==> config.mk <==
export PLATFORM = sky130hd
export DESIGN_NAME = button_event_scheduler
export DESIGN_NICKNAME = d
export VERILOG_FILES = /design/src/rtl/button_event_scheduler.sv
export SDC_FILE = /design/constraint.sdc
export NUM_CORES = 1
export LEC_CHECK = 0
export BUFFER_PORTS_ARGS = -buffer_cell sky130_fd_sc_hd__buf_2
export CAP_MARGIN = 20
export CORE_MARGIN = 2
export CORE_UTILIZATION = 61
export DETAILED_ROUTE_END_ITERATION = 6
export GPL_TIMING_DRIVEN = 0
export PLACE_DENSITY_LB_ADDON = 0.3
export SLEW_MARGIN = 20
export SYNTH_ARGS = -nofsm -noshare
export SYNTH_HDL_FRONTEND = slang
export SYNTH_SLANG_ARGS = --single-unit
==> constraint.sdc <==
create_clock -name CLK -period 9.3 [get_ports CLK]
set_input_delay 1.86 -clock CLK [delete_from_list [all_inputs] [get_ports CLK]]
set_output_delay 1.86 -clock CLK [all_outputs]
set_load 0.03 [all_outputs]
==> src/rtl/button_event_scheduler.sv <==
`default_nettype none
// ============================================================================
// Module  : button_event_scheduler
// Brief   : Collects per-button press/release strobes into single-entry slots,
//           round-robin arbitrates them into a small event FIFO.
//           Optional auto-repeat generator enabled by macro BTN_AUTOREPEAT_EN.
// Rev     : 1.0
// ============================================================================
module button_event_scheduler #(
    parameter int          N         = 4,
    parameter int          DEPTH     = 4,
    parameter logic [15:0] RPT_DELAY = 16'd50000,
    parameter logic [15:0] RPT_RATE  = 16'd10000
) (
    input  logic                      CLK,
    input  logic                      nRESET,
    input  logic [N-1:0]              DOWN,
    input  logic [N-1:0]              UP,
    input  logic [N-1:0]              STATE,
    output logic                      EV_VALID,
    output logic [1:0]                EV_KIND,
    output logic [$clog2(N)-1:0]      EV_ID,
    input  logic                      EV_ACK,
    output logic                      OVF,
    input  logic                      OVF_CLR,
    output logic [$clog2(DEPTH):0]    COUNT
);
    localparam int          LN        = $clog2(N);
    localparam int          LD        = $clog2(DEPTH);
    localparam logic [LD:0] C_DEPTH   = (LD+1)'(DEPTH);
    localparam logic [1:0]  KIND_DOWN = 2'b00;
    localparam logic [1:0]  KIND_UP   = 2'b01;
    localparam logic [1:0]  KIND_RPT  = 2'b10;

    logic [N-1:0]             slot_v_q, slot_v_d;
    logic [N-1:0][1:0]        slot_kind_q, slot_kind_d;
    logic [LN-1:0]            arb_ptr_q, arb_ptr_d;
    logic [DEPTH-1:0][1:0]    fifo_kind_q;
    logic [DEPTH-1:0][LN-1:0] fifo_id_q;
    logic [LD-1:0]            wr_ptr_q, rd_ptr_q;
    logic [LD:0]              count_q, count_d;
    logic                     ev_valid_q;
    logic                     ovf_q, ovf_d;
    logic                     gnt_valid;
    logic [LN-1:0]            gnt_idx;
    logic [LN-1:0]            scan_idx;
    logic                     push, pop, drop;
    logic                     has_ev;
    logic [1:0]               ev_kind;
    logic                     granted;
    logic                     rpt_fire;
    logic [LN-1:0]            rpt_id;

`ifdef BTN_AUTOREPEAT_EN
    logic                     rpt_act_q, rpt_act_d;
    logic [LN-1:0]            rpt_id_q, rpt_id_d;
    logic [15:0]              rpt_cnt_q, rpt_cnt_d;

    // A new press always retargets; a release or level drop on the target cancels.
    always_comb begin
        rpt_act_d = rpt_act_q;
        rpt_id_d  = rpt_id_q;
        rpt_cnt_d = rpt_cnt_q;
        rpt_fire  = 1'b0;
        if (|DOWN) begin
            rpt_act_d = 1'b1;
            rpt_cnt_d = RPT_DELAY;
            for (int i = 0; i < N; i++) begin
                if (DOWN[i]) rpt_id_d = LN'(i);
            end
        end else if (rpt_act_q) begin
            if (UP[rpt_id_q] || !STATE[rpt_id_q]) begin
                rpt_act_d = 1'b0;
            end else if (rpt_cnt_q <= 16'd1) begin
                rpt_fire  = 1'b1;
                rpt_cnt_d = RPT_RATE;
            end else begin
                rpt_cnt_d = rpt_cnt_q - 16'd1;
            end
        end
    end

    always_ff @(posedge CLK or negedge nRESET) begin
        if (!nRESET) begin
            rpt_act_q <= 1'b0;
            rpt_id_q  <= '0;
            rpt_cnt_q <= '0;
        end else begin
            rpt_act_q <= rpt_act_d;
            rpt_id_q  <= rpt_id_d;
            rpt_cnt_q <= rpt_cnt_d;
        end
    end

    assign rpt_id = rpt_id_q;
`else
    logic unused_state;
    assign unused_state = ^STATE;
    assign rpt_fire     = 1'b0;
    assign rpt_id       = '0;
`endif

    // Round-robin scan upward from the pointer; N is a power of two so the add wraps.
    always_comb begin
        gnt_valid = 1'b0;
        gnt_idx   = '0;
        scan_idx  = '0;
        for (int k = 0; k < N; k++) begin
            scan_idx = arb_ptr_q + LN'(k);
            if (!gnt_valid && slot_v_q[scan_idx] && (count_q < C_DEPTH)) begin
                gnt_valid = 1'b1;
                gnt_idx   = scan_idx;
            end
        end
        arb_ptr_d = gnt_valid ? gnt_idx + LN'(1) : arb_ptr_q;
    end

    always_comb begin
        slot_v_d    = slot_v_q;
        slot_kind_d = slot_kind_q;
        drop        = 1'b0;
        has_ev      = 1'b0;
        ev_kind     = KIND_DOWN;
        granted     = 1'b0;
        for (int i = 0; i < N; i++) begin
            granted = gnt_valid && (gnt_idx == LN'(i));
            has_ev  = 1'b0;
            ev_kind = KIND_DOWN;
            if (granted) slot_v_d[i] = 1'b0;
            if (UP[i]) begin
                has_ev  = 1'b1;
                ev_kind = KIND_UP;
                if (DOWN[i]) drop = 1'b1;
            end else if (DOWN[i]) begin
                has_ev  = 1'b1;
            end else if (rpt_fire && (rpt_id == LN'(i))) begin
                has_ev  = 1'b1;
                ev_kind = KIND_RPT;
            end
            if (has_ev) begin
                if (slot_v_q[i] && !granted) begin
                    drop = 1'b1;
                end else begin
                    slot_v_d[i]    = 1'b1;
                    slot_kind_d[i] = ev_kind;
                end
            end
        end
    end

    assign push    = gnt_valid;
    assign pop     = ev_valid_q & EV_ACK;
    assign count_d = count_q + {{LD{1'b0}}, push} - {{LD{1'b0}}, pop};
    assign ovf_d   = drop ? 1'b1 : (OVF_CLR ? 1'b0 : ovf_q);

    always_ff @(posedge CLK or negedge nRESET) begin
        if (!nRESET) begin
            slot_v_q    <= '0;
            slot_kind_q <= '0;
            arb_ptr_q   <= '0;
            fifo_kind_q <= '0;
            fifo_id_q   <= '0;
            wr_ptr_q    <= '0;
            rd_ptr_q    <= '0;
            count_q     <= '0;
            ev_valid_q  <= 1'b0;
            ovf_q       <= 1'b0;
        end else begin
            slot_v_q    <= slot_v_d;
            slot_kind_q <= slot_kind_d;
            arb_ptr_q   <= arb_ptr_d;
            count_q     <= count_d;
            ev_valid_q  <= (count_d != '0);
            ovf_q       <= ovf_d;
            if (push) begin
                fifo_kind_q[wr_ptr_q] <= slot_kind_q[gnt_idx];
                fifo_id_q[wr_ptr_q]   <= gnt_idx;
                wr_ptr_q              <= wr_ptr_q + LD'(1);
            end
            if (pop) rd_ptr_q <= rd_ptr_q + LD'(1);
        end
    end

    assign EV_VALID = ev_valid_q;
    assign EV_KIND  = fifo_kind_q[rd_ptr_q];
    assign EV_ID    = fifo_id_q[rd_ptr_q];
    assign OVF      = ovf_q;
    assign COUNT    = count_q;

endmodule
`default_nettype wire

==> results.toml <==
[status]
status = "completed"

[final_layout]
drive_above_1_share = 0.197
final_cell_area_um2 = 2010
nNetsFinal = 224
syn_to_final_growth_pct = 12.3
num_antenna_cells = 0

[floorplan]
initial_core_util = 0.644
die_h_um = 58.2
num_rows = 19
die_area_um2 = 3380
ios = 25
coreArea_um2 = 2780
die_x_um = 58.2

[sta]
setup_ws_ps = 5710
slew_violations = 0
rsz0062_at_grt = "no"
period_share = 0.386
fmax_mhz = 279
tightest_slew_ps = 673
skew_ps = 9.50
min_period_ps = 3590
setup_violations = 0
finalSetupTns_ps = 0
final_hold_viol_count = 0
slew_headroom = 0.552

[synthesis]
yosys-top-cells-count = "dfrtp_1 (31), nand2_1 (25), inv_1 (13), ha_1 (10), o21ai_0 (10)"
async_reset_ff_frac = 1.00
synth_top_area_cell = "dfrtp_1"
yosysWarnings = 0
ys_ff_latch = 31
synthTopCellsByArea = "dfrtp_1 (43%), ha_1 (7.0%), nand2_1 (5.2%)"
synth_top_area_share = 0.433
synth_most_common_cell = "dfrtp_1"
ys_seq_area_frac = 0.433
synth_edf_count = 0
synth_top_flop_cell = "dfrtp_1"
synth_cell_types = 50
avgSynthCellArea_um2 = 10.5
syn_nets = 198
syn_area_um2 = 1790
post_synth_inst_count = 171

[critical_path]
critPathLaunchType = "flop"
reg2reg_from = "COUNT[2]"
critPathLaunch = "rd_ptr_q[0]"
cp_cell_sequence = "clkbuf_1, mux4_2, buf_2"
worstPathRequired_ps = 7440
critPathMaxStageDelay_ps = 550
worst_ep_arrival_time_ps = 1730
crit_type = "flop to output port"
reg2regPathDepth = 13
cp_max_fo = 5
end_kind = "output port"
cpMaxStageDelayCell = "mux4_2"

[clocking]
cts_sinks = 31
cts.repair.resized = 0
cts_made_buffers = 5
ctsHtreeMaxLevel = 2
cts.clk_slew.worst_paths_ps = 100
clock_latency_ps = 340
clockBufferDepth = 2
cts_tree = "done"
root_buffer = "clkbuf_4"
post-cts-setup-buffer-count = 0
ctsHoldBuffers = 0

[route]
first_pass_iters = 4
drc = 0
num_vias = 1332
ant_nets = 0
wl_mm = 3.45
wire_per_inst_um = 15.1
first_iter_violations = 36
vias_per_cell = 5.82

[placement]
dpl.hpwl_mm = 2.60
placed_area_um2 = 1920
gp_congestion = 0.760
pre_cts_ws_ps = 5470
port_buffers = 19

[power_and_ir_drop]
powerDensity_nw_per_um2 = 390
ir_worst_vdd_uv = 362
power.leakage_nw = 0.940

[grt]
grt_overflow_total = 0
grt_pass1_wl_mm = 5.91
grt_use_total = 0.231
antenna_found_initial = 0
grt_pass1_vias = 1293
grt_max_degree = 32

[hold_path]
hold_path_class = "flop to flop"
hold_start = "fifo_id_q[2]"
holdPathStages = 2

[run]
maxCapViolations = 0
## cell type report
| class | count | area, um2 |
|---|---|---|
| well taps | 31 | 38.8 |
| inverters | 14 | 52.6 |
| fillers | 202 | 771 |
| repair buffers | 19 | 95.1 |
| plain buffers | 8 | 43.8 |
| multi-input cells | 118 | 918 |
| clock buffers | 6 | 51.3 |
| flip-flops and latches | 31 | 776 |
| clock inverters | 2 | 35.0 |
## logic make-up after synthesis
group                    share of synthesized area
AND/OR/NAND/NOR                              0.146
other                                      0.00209
flip-flops                                   0.433
XOR/XNOR                                    0.0293
buffers and inverters                       0.0538
adder cells (fa/ha/maj)                     0.0811
AO/OA/AOI/OAI                                0.146
multiplexers                                 0.108
## metal layers
metal | up-vias | part of all wire | global-route usage | wire [um]
met4 | 0 | 0.013 | 0.0764 | 45
met2 | 22 | 0.52 | 0.393 | 1790
met3 | 6 | 0.037 | 0.0469 | 127
met5 | - | 0 | 0 | 0
met1 | 653 | 0.43 | 0.296 | 1490
li1 | 651 | - | - | -
## state kept, by name, indices dropped and copies added, names as in the netlist
signal / flops
rd_ptr_q: 2
fifo_id_q: 8
arb_ptr_q: 2
OVF: 1
slot_kind_q: 4
slot_v_q: 4
fifo_kind_q: 4
wr_ptr_q: 2
EV_VALID: 1
COUNT: 3
## layout by cell type (no fill, tap or decap), types with 2 or more instances in the layout
master,instances
a22o_1,4
o21ai_0,10
nor2_1,4
ha_1,10
o21ai_1,3
nand2b_1,4
nand2_1,25
or3_1,3
nor2b_1,2
mux2_1,4
mux2i_1,7
clkbuf_4,5
o31ai_1,2
dfrtp_1,31
inv_1,13
or4b_1,2
xnor2_1,4
clkbuf_1,4
and3b_1,2
a31oi_1,2
buf_2,21
xor2_1,2
mux4_2,3
## through the flow
step | std cells | utilization | hold WS (ps) | total power, mW
final | 229 | 0.723 | 488 | 0.783
after global routing | 229 | 0.723 | 533 | 0.845
after CTS | 229 | 0.723 | 490 | 0.786
after detailed placement | 221 | 0.692 | 467 | 0.674
after global placement | 221 | 0.692 | 461 | 0.648
after floorplan | 171 | - | 445 | 0.568
## report_power, final
| part | internal (mW) | switching (mW) |
|---|---|---|
| Clock | 0.0635 | 0.0482 |
| Combinational | 0.178 | 0.255 |
| Sequential | 0.197 | 0.0423 |
## worst paths after layout
check                            endpoint  slack, ps
setup reg to reg                 EV_VALID       5990
hold reg to reg              fifo_id_q[2]        490
min in group asynchronous     wr_ptr_q[1]       1540
hold / removal               fifo_id_q[2]        490
setup / recovery                 EV_ID[0]       5710
max in group asynchronous  slot_kind_q[2]       7320
## worst max-delay path: cells and delay by family, from the launching register on
family / cells / cell delay, ps
buf+inv: 2 / 510
mux: 1 / 550
flops: 1 / 330
Power figures use the tool's default switching activity.
